==> config.mk <==
export PLATFORM = sky130hd
export DESIGN_NAME = imem_fetch_ctrl
export DESIGN_NICKNAME = d
export VERILOG_FILES = /design/src/rtl/imem_fetch_ctrl.sv
export SDC_FILE = /design/constraint.sdc
export NUM_CORES = 1
export LEC_CHECK = 0
export ABC_AREA = 1
export BUFFER_PORTS_ARGS = -buffer_cell sky130_fd_sc_hd__buf_4
export CORE_AREA = 2 2 93 95
export CTS_BUF_LIST = sky130_fd_sc_hd__clkbuf_2
export CTS_CLUSTER_DIAMETER = 40
export CTS_CLUSTER_SIZE = 10
export DETAILED_ROUTE_END_ITERATION = 6
export DIE_AREA = 0 0 95 97
export PLACE_DENSITY_LB_ADDON = 0.1
export REMOVE_ABC_BUFFERS = 1
export SYNTH_ARGS = -nofsm -noshare
export SYNTH_HDL_FRONTEND = slang
export SYNTH_SLANG_ARGS = --single-unit
==> constraint.sdc <==
create_clock -name clk -period 5.49 [get_ports clk]
set_input_delay 1.647 -clock clk [delete_from_list [all_inputs] [get_ports clk]]
set_output_delay 1.647 -clock clk [all_outputs]
set_load 0.02 [all_outputs]
==> src/rtl/imem_fetch_ctrl.sv <==
// Instruction-memory sequencer: boot-loads a program image over valid/ready, then runs the fetch loop.
// Optional issued-instruction counter enabled by defining FETCH_PERF_CNT_EN.
module imem_fetch_ctrl #(
    parameter int          ADDR_W    = 6,
    parameter logic [31:0] BOOT_ADDR = 32'h0,
    parameter logic [31:0] HALT_INSN = 32'h00000063
) (
    input  logic              clk,
    input  logic              rst_n,
    input  logic              load_valid,
    output logic              load_ready,
    input  logic [31:0]       load_data,
    input  logic              load_last,
    input  logic              start,
    input  logic              stall,
    input  logic              br_taken,
    input  logic [31:0]       br_target,
    output logic [ADDR_W-1:0] imem_addr,
    output logic              imem_we,
    output logic [31:0]       imem_wdata,
    input  logic [31:0]       imem_rdata,
    output logic [31:0]       pc,
    output logic [31:0]       instr,
    output logic              instr_valid,
    output logic              halted,
    output logic              fault,
    output logic [31:0]       issue_cnt
);

    typedef enum logic [2:0] {
        S_IDLE,
        S_LOAD,
        S_RUN,
        S_HALT,
        S_FAULT
    } state_e;

    state_e            state_q, state_d;
    logic [31:0]       pc_q, pc_d;
    logic [ADDR_W-1:0] load_cnt_q, load_cnt_d;
    logic              hs;
    logic [31:0]       pc_next;
    logic              pc_bad;
    logic              is_halt;

    always_ff @(posedge clk or negedge rst_n) begin
        if (!rst_n) begin
            state_q    <= S_IDLE;
            pc_q       <= BOOT_ADDR;
            load_cnt_q <= '0;
        end else begin
            state_q    <= state_d;
            pc_q       <= pc_d;
            load_cnt_q <= load_cnt_d;
        end
    end

    // Range check happens before pc could ever wrap, so plain 32-bit add is enough.
    assign pc_next = br_taken ? br_target : pc_q + 32'd4;
    assign pc_bad  = (pc_next[1:0] != 2'b00) || (|pc_next[31:ADDR_W+2]);
    assign is_halt = (imem_rdata == HALT_INSN);

    always_comb begin
        state_d    = state_q;
        pc_d       = pc_q;
        load_cnt_d = load_cnt_q;
        unique case (state_q)
            S_IDLE: begin
                if (hs) begin
                    if (load_last) begin
                        load_cnt_d = '0;
                    end else begin
                        load_cnt_d = ADDR_W'(1);
                        state_d    = S_LOAD;
                    end
                end else if (start) begin
                    state_d = S_RUN;
                    pc_d    = BOOT_ADDR;
                end
            end
            S_LOAD: begin
                if (hs) begin
                    if (load_last) begin
                        load_cnt_d = '0;
                        state_d    = S_IDLE;
                    end else if (&load_cnt_q) begin
                        state_d = S_FAULT;
                    end else begin
                        load_cnt_d = load_cnt_q + ADDR_W'(1);
                    end
                end
            end
            S_RUN: begin
                if (instr_valid) begin
                    if (is_halt) begin
                        state_d = S_HALT;
                    end else if (pc_bad) begin
                        state_d = S_FAULT;
                    end else begin
                        pc_d = pc_next;
                    end
                end
            end
            S_HALT: begin
                if (start) begin
                    state_d = S_RUN;
                    pc_d    = BOOT_ADDR;
                end
            end
            S_FAULT: begin
                if (start) begin
                    state_d    = S_RUN;
                    pc_d       = BOOT_ADDR;
                    load_cnt_d = '0;
                end
            end
            default: state_d = S_IDLE;
        endcase
    end

    always_comb begin
        load_ready  = 1'b0;
        instr_valid = 1'b0;
        halted      = 1'b0;
        fault       = 1'b0;
        unique case (state_q)
            S_IDLE, S_LOAD: load_ready = 1'b1;
            S_RUN:          instr_valid = ~stall;
            S_HALT:         halted = 1'b1;
            S_FAULT:        fault = 1'b1;
            default:        ;
        endcase
        hs         = load_valid & load_ready;
        imem_we    = hs;
        imem_wdata = load_data;
        imem_addr  = hs ? load_cnt_q : pc_q[ADDR_W+1:2];
    end

    assign pc    = pc_q;
    assign instr = imem_rdata;

`ifdef FETCH_PERF_CNT_EN
    logic [31:0] issue_cnt_q, issue_cnt_d;
    logic        start_go;

    // A start that actually launches RUN restarts the count; a load in IDLE outranks start.
    assign start_go = start && (((state_q == S_IDLE) && !hs) ||
                                (state_q == S_HALT) || (state_q == S_FAULT));

    always_comb begin
        issue_cnt_d = issue_cnt_q;
        if (start_go) begin
            issue_cnt_d = '0;
        end else if (instr_valid && (issue_cnt_q != 32'hFFFF_FFFF)) begin
            issue_cnt_d = issue_cnt_q + 32'd1;
        end
    end

    always_ff @(posedge clk or negedge rst_n) begin
        if (!rst_n) begin
            issue_cnt_q <= '0;
        end else begin
            issue_cnt_q <= issue_cnt_d;
        end
    end

    assign issue_cnt = issue_cnt_q;
`else
    assign issue_cnt = 32'h0;
`endif

endmodule

# --- Yosys cells after proc, flatten, opt, wreduce, memory -nomap -nowiden ---
# Cells that the tools add are included.
op_classes:
  n_addsub: 2
  n_eq_ne: 16
  muxes: 29
  bitwise: 2
  n_reduce_logical: 12
op_table:
  columns: ["operator", "n"]
  rows:
  - ["$mux W32", 6]
  - ["$pmux W32 S3", 1]
  - ["$mux W6", 6]
  - ["$add A32 B3 Y32 const B", 1]
  - ["$eq A32 B7 Y1 const B", 1]
  - ["$mux W3", 9]
  - ["$reduce_or A24 Y1", 1]
  - ["$pmux W6 S3", 1]
  - ["$reduce_and A5 Y1", 3]
  - ["$ne A2 B2 Y1 const B", 7]
  - ["$ne A3 B3 Y1 const B", 4]
  - ["$pmux W3 S4", 1]
  - ["$add A6 B1 Y6 const B", 1]
  - ["$eq A3 B2 Y1 const B", 2]
  - ["$reduce_and A6 Y1", 1]
  - ["$reduce_bool A3 Y1", 2]
  - ["$mux W1", 5]
  - ["$reduce_or A2 Y1", 2]
  - ["$eq A3 B1 Y1 const B", 1]
  - ["$eq A3 B3 Y1 const B", 1]
  - ["$logic_not A3 Y1", 1]
  - ["$reduce_bool A2 Y1", 1]
  - ["$and A1 B1 Y1", 1]
  - ["$logic_or A1 B1 Y1", 1]
  - ["$not A1 Y1", 1]
totals:
  register_bits: 41
  in_bits: 103
  out_inout_bits: 139
  wordCells: 64

# --- Depth between registers and ports, before layout ---
# Gate-level depths: netlist of the first run.
logic_depth:
  word_depth: 8
  depth_mapped: 18
  mapped_depth_nobuf: 18

# --- Worst setup path after synthesis of the first run ---
# Ideal clock, no wire load.
synth_timing:
  kind: "input-to-output"
  from: "input load_valid"
  to: "output imem_addr[0]"
  arrival_ns: 2.458
  t_required_ns: 3.843
  path_slack_ns: 1.385
  cell_stages: 3
  path_buffers: 1
  path_cell_list: "nand2_1 -> clkbuf_1 -> o21ai_0"
synth_via:
  elab_chain_cells: 2
synth_rtl:
  columns: ["item", "line", "text"]
  rows:
  - ["from (decl)", "10", "input logic load_valid,"]
  - ["$and A1 B1 Y1", "133", "hs = load_valid & load_ready;"]
  - ["$mux W6", "136", "imem_addr = hs ? load_cnt_q : pc_q[ADDR_W+1:2];"]
  - ["to (decl)", "18", "output logic [ADDR_W-1:0] imem_addr,"]
# No other way between the ends.

# --- Final worst setup path of the first run ---
layout_timing:
  from: "input load_valid"
  to: "output imem_addr[3]"
# The elaborated chain is that of the path after synthesis.

==> impl_metrics.yaml, run 1 <==
setup_path:
  crit_arrival_ps: 2450
  critPathLaunchType: "input pin"
  crit_required_ps: 3840
  timing.rr.end: "pc[4]"
  cp-end-kind: "primary output"
  reg2regPathDepth: 18
  worstPathMaxFanout: 15
  reg2reg_from: "pc[3]"
  worst-r2r-setup-slack_ps: 2450
  path_class: "input pin to primary output"
layout:
  instances_no_fill: 804
  fin_util: 0.5584
  antennaDiodeCount: 0
  final_nets: 803
  final_cell_mix: "173 x nand2_1, 148 x buf_4, 68 x nor2_1"
  seq_area_um2: 1026
  syn2layout_area_growth_pct: 15.79
  final_common_cell: "nand2_1"
  drive_gt1_frac: 0.2647
  multi_input_area_um2: 1991
  fillers: 829
hold_path:
  min_to: "pc[31]"
  hp-class: "flip-flop to flip-flop"
  hold_depth: 2
  holdCritStartpoint: "pc[31]"
clock_tree:
  clk_latency_ps: 440
  root_buffer: "clkbuf_2"
  cts_setup_buffers: 0
  clk_pin_slew_ps: 200
  cts_tree: "yes"
  numClockSinks: 41
  cts_hold_buf: 0
  clk_path_buf_depth: 2
  htreeDepth: 2
  numCtsBuffers: 5
  cts_resized: 0
floorplanning:
  die_h_um: 97
  initial_utilization: 0.4822
  rows: 33
  core_um2: 8134
  pin_count: 242
  fp.dieW_um: 95
  dieArea_um2: 9215
yosys:
  synth_warnings: 0
  synthDistinctLibCells: 34
  syn_area_per_cell_um2: 6.306
  synth_seq_cells: 41
  synth_area_um2: 3923
  async_flop_share: 1.000
  seq_area_frac_synth: 0.2616
  synth_cells: 622
  synthFlopType: "dfrtp_1"
  synth_edf_count: 0
sta:
  finalHoldViolations: 0
  min_period_ps: 4099
  tightest_slew_ps: 911.0
  finalMaxSlewViolations: 0
  skew_ps: 42.58
  tns_ps: 0
  setup_viol: 0
  maxSlewHeadroom: 0.3920
  fin_crit_sh: 0.7466
  fmax_mhz: 244.0
  fin_ws_ps: 1391
  whs_ps: 557.6
  rsz0062_at_grt: "false"
power_and_ir_drop:
  vdd_drop_max_mv: 0.1932
  leakage_uw: 0.002305
  p_per_area_nw_per_um2: 232.1
place:
  hpwl_um: 9899
  io_buffers: 145
  gp_congestion: 0.9406
  dpl_worst_slack_ps: 1243
  placedCellCount: 796
global_routing:
  antenna_found_initial: 0
  grt_pass1_wl_um: 18740
  grt_pass1_vias: 3816
  grtUsageTotal: 0.2598
  grt_overflow: 0
  grt_max_degree: 42
routing:
  route.vias.total: 4030
  drt-initial-drc-count: 162
  viasPerCell: 5.012
  dr.pass1.iters: 4
  routed_wl_um: 12060
  route.detailed.drc: 0
  wl_per_cell_um: 15.00
  ant_nets: 0
run_status:
  status: "completed"
job:
  max-cap-violations: 0
## cell families (layout without fill, tap and decap cells)
kind of cell,after synthesis,in the layout,synth area share
AND/OR/NAND/NOR,332,332,0.3656
buffers and inverters,172,218,0.2612
AO/OA/AOI/OAI,69,69,0.09314
flip-flops,41,41,0.2616
XOR/XNOR,5,5,0.01117
adder cells (fa/ha/maj),2,2,0.006379
other,1,32,0.0009560
## cells in the mapped netlist (all sizes together) (6+ instances only)
cell type | count | area share
buf | 102 | 0.19
nand4 | 6 | 0.0096
nand2 | 176 | 0.17
nor2 | 76 | 0.082
or2 | 13 | 0.021
nand3 | 50 | 0.065
dfrtp | 41 | 0.26
nor4 | 6 | 0.0096
clkbuf | 8 | 0.0077
o21ai | 27 | 0.034
a21oi | 33 | 0.042
inv | 61 | 0.058
## per-stage QoR
step | power [uW] | instance area (um2)
4_1_cts | 1055 | 4542
6_report | 1054 | 4542
3_3_place_gp | 898.7 | 4492
5_1_grt | 1128 | 4542
3_5_place_dp | 906.0 | 4492
2_1_floorplan | 663.3 | 3247
## state kept, by name, summed over array words and instances, names as in the netlist
signal and cells:
state_q 3, load_cnt_q 6, pc 32
## critical path: stages
cell	delay, ps
buf_4	120
nand2_1	300
nand2_1	110
o21ai_0	100
buf_4	170
## routing by layer
layer | global-route usage | wire length, um | share of wire
met1 | 0.3405 | 5116 | 0.42
met2 | 0.4081 | 5596 | 0.46
met3 | 0.09424 | 1207 | 0.10
met4 | 0.04682 | 101 | 0.0084
met5 | 0.06548 | 39 | 0.0032
## worst max path at each step
stage,startpoint,endpoint,slack (ps)
finish,load_valid,imem_addr[3],1390
global route,load_valid,imem_addr[0],1280
CTS,load_valid,imem_addr[3],1380
detailed placement,br_taken,pc[4],1240
global placement,br_taken,pc[6],1360
floorplan,load_valid,imem_addr[0],1450
## area by class of cell
type / instances / share of cell area
Clock buffer: 5 / 0.005510
Sequential cell: 41 / 0.2259
Multi-Input combinational cell: 440 / 0.4383
Inverter: 62 / 0.05124
Timing Repair Buffer: 148 / 0.2446
Clock inverter: 3 / 0.005510
Tap cell: 105 / 0.02893
## power by group
part           total [uW]  switching (uW)  internal, uW
combinational         521             336           185
sequential            381            49.5           332
clock                 151             118          33.8
(Power assumes the default switching activity.)
==> inputs of run 2 (changes only) <==
--- a/config.mk
+++ b/config.mk
@@ -5,7 +5,7 @@
 export SDC_FILE = /design/constraint.sdc
 export NUM_CORES = 1
 export LEC_CHECK = 0
-export ABC_AREA = 1
+export ABC_AREA = 0
 export BUFFER_PORTS_ARGS = -buffer_cell sky130_fd_sc_hd__buf_4
 export CORE_AREA = 2 2 93 95
 export CTS_BUF_LIST = sky130_fd_sc_hd__clkbuf_2
==> constraint.sdc (replaced) <==
create_clock -name clk -period 3.79 [get_ports clk]
set_input_delay 1.137 -clock clk [delete_from_list [all_inputs] [get_ports clk]]
set_output_delay 1.137 -clock clk [all_outputs]
set_load 0.02 [all_outputs]
==> impl_metrics.yaml, run 2 <==
routing:
  drt-initial-drc-count: 237
  routed_wl_um: 10760
  ant_nets: 0
  viasPerCell: 5.519
  wl_per_cell_um: 17.84
  route.detailed.drc: 0
  dr.pass1.iters: 5
  route.vias.total: 3328
layout:
  drive_gt1_frac: 0.3554
  postLayoutCellArea_um2: 4167
  fin_util: 0.5122
  fillers: 799
  syn2layout_area_growth_pct: 17.21
  seq_area_um2: 1026
  multi_input_area_um2: 1815
  largest_register_ffs: 32
  final_common_cell: "buf_4"
  final_nets: 603
  final_cell_mix: "150 x buf_4, 41 x dfrtp_1, 32 x and2_1, 32 x conb_1, 21 x nor2_1"
  antennaDiodeCount: 0
place:
  hpwl_um: 8637
  io_buffers: 145
  dpl_cell_area_um2: 4128
  gp_congestion: 0.8708
floorplanning:
  core_um2: 8134
  fp.dieW_um: 95
  initial_utilization: 0.4370
  pin_count: 242
  die_h_um: 97
  dieArea_um2: 9215
  rows: 33
sta:
  whs_ps: 540.4
  tightest_slew_ps: 1100
  fin_crit_sh: 0.9048
  finalMaxSlewViolations: 0
  skew_ps: 32.46
  maxSlewHeadroom: 0.2667
  finalHoldViolations: 0
  min_period_ps: 3429
  tns_ps: 0
  setup_viol: 0
  rsz0062_at_grt: "false"
  fmax_mhz: 291.6
yosys:
  syn_area_per_cell_um2: 8.403
  synth_warnings: 0
  synth_fa_ha_area_frac: 0.007040
  synth_top_family_by_area: "simple AND/OR/NAND/NOR gates"
  yosysMostFrequentCell: "buf_4"
  synthTopCellsByCount: "96 x buf_4, 41 x dfrtp_1, 32 x and2_1"
  yosys.area_share.simple: 0.2700
  synthFlopType: "dfrtp_1"
  synthTopCellsByArea: "dfrtp_1 29%, buf_4 20%, and2_1 5.6%, mux2_2 2.5%, nand3_1 2.4%"
  async_flop_share: 1.000
  seq_area_frac_synth: 0.2886
  synth_xor_area_frac: 0.01971
  synth_cells: 423
  yosys.area.top_type: "dfrtp_1"
  yosys-mux-area-fraction: 0.02534
  yosysTopAreaCellShare: 0.2886
  synth_area_um2: 3555
  synthDistinctLibCells: 60
  synth_edf_count: 0
  synth_compound_area_frac: 0.1535
  synth_seq_cells: 41
clock_tree:
  clk_pin_slew_ps: 230
  root_buffer: "clkbuf_2"
  clk_path_buf_depth: 2
  clk_latency_ps: 410
  numClockSinks: 41
  numCtsBuffers: 5
  cts_tree: "yes"
  htreeDepth: 2
setup_path:
  reg2regPathDepth: 9
  crit_path_max_incr_delay_ps: 860
  crit_chain: "ha_1, and3_1, nand2_1, nor4_1, mux2_2, a32oi_1, a211oi_1, a22oi_2, and2_1"
  crit_required_ps: 4130
  crit_arrival_ps: 3760
  reg2reg_from: "pc[2]"
  worst_path_max_delay_cell: "a22oi_2"
  critPathLaunchType: "flip-flop"
  cp-end-kind: "flip-flop"
  worst-r2r-setup-slack_ps: 360
  path_class: "flip-flop to flip-flop"
  worstPathMaxFanout: 31
  timing.rr.end: "pc[25]"
job:
  max-cap-violations: 0
power_and_ir_drop:
  p_per_area_nw_per_um2: 273.9
  vdd_drop_max_mv: 0.1282
  p_comb_frac: 0.398
  p_int_uw: 681.5
  power_frac_seq: 0.440
  power_frac_clock: 0.162
  switching_share: 0.4029
  leakage_uw: 0.002058
  switchingPower_uw: 459.8
run_status:
  status: "completed"
global_routing:
  grt_use_met3: 0.08489
  top_usage_layer: "met2"
  grt_pass1_vias: 3037
  use_met2: 0.3530
  grt_overflow: 0
  grt_pass1_wl_um: 15960
  grt_use_met1: 0.2901
  grt_max_degree: 42
  grtUsageTotal: 0.2235
  antenna_found_initial: 0
hold_path:
  min_to: "load_cnt_q[3]"
  hp-class: "flip-flop to flip-flop"
  holdCritStartpoint: "load_cnt_q[3]"
  hold_depth: 1
run 2: worst max path at each step:
stage          slack [ps]     startpoint     end  cells past startpoint
2_1_floorplan         470  br_target[10]   pc[4]                      8
3_3_place_gp          180  br_target[10]   pc[2]                      9
3_5_place_dp          150  br_target[10]   pc[2]                      9
4_1_cts               350          pc[2]   pc[0]                      9
5_1_grt                40          pc[2]   pc[0]                      9
6_report              360          pc[2]  pc[25]                      9
run 2: power by group through the flow:
stage                     registers, uW  clock network, uW  logic, uW
after detailed placement            509                  0        455
after global placement              508                  0        453
after CTS                           501                191        457
after floorplan                     500                  0        234
final                               502                185        454
after global routing                509                203        497
run 2: layout make-up:
class / count / area share
inverter: 9 / 0.008108
clock buffer: 6 / 0.007207
timing repair buffer: 150 / 0.2703
clock inverter: 1 / 0.0009009
multi-input combinational: 291 / 0.4357
sequential: 41 / 0.2462
tap: 105 / 0.03153
run 2: cell families (layout without fill, tap and decap cells):
| kind of cell | Yosys count | after routing |
|---|---|---|
| AOI/OAI and AO/OA | 77 | 77 |
| xor gates and xnor gates | 8 | 8 |
| adders and majority gates | 2 | 2 |
| buffers and inverters | 122 | 166 |
| DFF | 41 | 41 |
| muxes | 8 | 8 |
| other | 1 | 32 |
| and+or+nand+nor | 164 | 164 |
run 2: layer usage:
metal,share of wire,wire (um)
met1,0.41,4362
met4,0.0091,98
met3,0.11,1232
met2,0.47,5017
met5,0.0043,46
run 2: through the flow:
step,setup WS [ps],power [uW],std cells
after floorplan,467.9,734.0,341
after global placement,180.9,960.8,596
after detailed placement,146.9,964.1,596
after CTS,350.2,1148,603
after global routing,39.63,1210,603
final,360.6,1141,603
run 2: critical path, delay by kind of cell (launching register included):
| family | cells | cell delay, ps |
|---|---|---|
| compound gates | 3 | 1230 |
| simple gates | 4 | 890 |
| flops | 1 | 540 |
| mux | 1 | 390 |
| fa+ha+maj | 1 | 280 |
run 2: repair_timing:
| item | in CTS | in global routing |
|---|---|---|
| hold buffers | 0 | 0 |
| setup endpoints to repair | 0 | 30 |
| resized for setup | 0 | 1 |
| buffers inserted | 0 | 0 |
==> inputs of run 3 (changes only) <==
--- a/config.mk
+++ b/config.mk
@@ -14,7 +14,6 @@
 export DETAILED_ROUTE_END_ITERATION = 6
 export DIE_AREA = 0 0 95 97
 export PLACE_DENSITY_LB_ADDON = 0.1
-export REMOVE_ABC_BUFFERS = 1
 export SYNTH_ARGS = -nofsm -noshare
 export SYNTH_HDL_FRONTEND = slang
 export SYNTH_SLANG_ARGS = --single-unit
==> impl_metrics.yaml, run 3 (synthesis results as in run 2) <==
run_status:
  status: "completed"
setup_path:
  crit_chain: "ha_1, and3_1, nand2_1, nor4_1, mux2_2, a32oi_1, a211oi_1, a22oi_2, a21bo_2"
  cp-end-kind: "flip-flop"
  critPathLaunchType: "flip-flop"
  timing.rr.end: "pc[4]"
  crit_family: "compound AO/OA/AOI/OAI gates"
  worst_path_max_delay_cell: "a22oi_2"
  reg2reg_from: "pc[2]"
  crit_path_max_incr_delay_ps: 850
  reg2regPathDepth: 9
  worst-r2r-setup-slack_ps: 410
  crit_arrival_ps: 3730
  crit_required_ps: 4140
  crit_buf_inv: 0
  crit_start: "pc[2]"
  worstPathMaxFanout: 31
  path_class: "flip-flop to flip-flop"
clock_tree:
  numCtsBuffers: 5
  htreeDepth: 2
  numClockSinks: 41
  cts_tree: "yes"
  clk_pin_slew_ps: 200
  clk_latency_ps: 390
  cts_resized: 0
  root_buffer: "clkbuf_2"
  cts_hold_buf: 0
  clk_path_buf_depth: 2
  cts_setup_buffers: 0
global_routing:
  antenna_found_initial: 0
  grt_max_degree: 42
  grt_pass1_wl_um: 17480
  grt_overflow: 0
  grtUsageTotal: 0.2476
  grt_pass1_vias: 3150
sta:
  finalMaxSlewViolations: 0
  tightest_slew_ps: 1078
  setup_viol: 0
  finalHoldViolations: 0
  whs_ps: 578.9
  fmax_mhz: 295.7
  skew_ps: 6.133
  fin_crit_sh: 0.8923
  maxSlewHeadroom: 0.2815
  fin_ws_ps: 408.0
  rsz0062_at_grt: "false"
  min_period_ps: 3382
power_and_ir_drop:
  switching_share: 0.3820
  power_frac_seq: 0.412
  p_int_uw: 751.1
  switchingPower_uw: 464.4
  power.total_uw: 1216
  p_comb_frac: 0.378
  vdd_drop_max_mv: 0.1516
  power_frac_clock: 0.210
  leakage_uw: 0.002075
  p_per_area_nw_per_um2: 290.0
layout:
  postLayoutCellArea_um2: 4192
  seq_area_um2: 1026
  final_common_cell: "buf_4"
  final_nets: 603
  drive_gt1_frac: 0.3547
  multi_input_area_um2: 1810
  final_cell_mix: "150 x buf_4, 41 x dfrtp_1, 32 x and2_1, 32 x conb_1, 21 x nor2_1"
  antennaDiodeCount: 0
  largest_register_ffs: 32
  syn2layout_area_growth_pct: 17.92
  fillers: 795
place:
  gp_congestion: 0.8977
  dpl_worst_slack_ps: -0.2507
  hpwl_um: 9317
  dpl_cell_area_um2: 4128
  io_buffers: 145
hold_path:
  hp-class: "flip-flop to flip-flop"
  holdCritStartpoint: "load_cnt_q[2]"
  min_to: "load_cnt_q[2]"
  hold_depth: 1
floorplanning:
  initial_utilization: 0.4370
  rows: 33
  core_um2: 8134
  die_h_um: 97
  fp.dieW_um: 95
  dieArea_um2: 9215
  pin_count: 242
routing:
  wl_per_cell_um: 19.30
  route.vias.total: 3275
  viasPerCell: 5.422
  ant_nets: 0
  drt-initial-drc-count: 183
  route.detailed.drc: 0
  routed_wl_um: 11660
  dr.pass1.iters: 4
job:
  max-cap-violations: 0
==> run 3: cell types whose count changed in the layout (fill, tap and decap cells not counted), sizes merged <==
cell / change
bufinv: +1
==> run 3: area by class of cell <==
type,count,share of cell area
multi-input cells,291,0.4319
repair buffers,150,0.2687
flip-flops and latches,41,0.2448
well taps,105,0.03134
clock inverters,2,0.008060
inverters,9,0.008060
clock buffers,6,0.007164
==> run 3: layer usage <==
metal  track usage  wire, um  up-vias  part of all wire
li1              -         -     1552                 -
met1        0.2960      4380     1552              0.38
met2        0.4288      5976      154              0.51
met3       0.07710      1125       17             0.097
met4       0.05797       174        0             0.015
met5             0         0        -                 0
==> run 3: metrics by stage <==
| step | cells | setup TNS [ps] | utilization |
|---|---|---|---|
| detailed placement | 596 | -0.2507 | 0.5075 |
| global placement | 596 | 0 | 0.5075 |
| finish | 604 | 0 | 0.5153 |
| CTS | 604 | 0 | 0.5153 |
| floorplan | 454 | 0 | - |
| global route | 604 | 0 | 0.5153 |
==> run 3: worst max path at each step <==
stage                     endpoint  slack [ps]  cells past startpoint
after floorplan              pc[3]         530                      9
after global placement       pc[2]         120                      9
after detailed placement     pc[3]        -0.3                      9
after CTS                    pc[3]         360                      8
after global routing         pc[2]          30                      8
final                        pc[4]         410                      9
==> run 3: power groups by stage <==
| stage | clock (uW) | combinational [uW] | sequential (uW) |
|---|---|---|---|
| after global placement | 0 | 454 | 507 |
| after global routing | 285 | 508 | 507 |
| after CTS | 269 | 461 | 499 |
| after floorplan | 0 | 398 | 487 |
| final | 255 | 459 | 501 |
| after detailed placement | 0 | 457 | 507 |
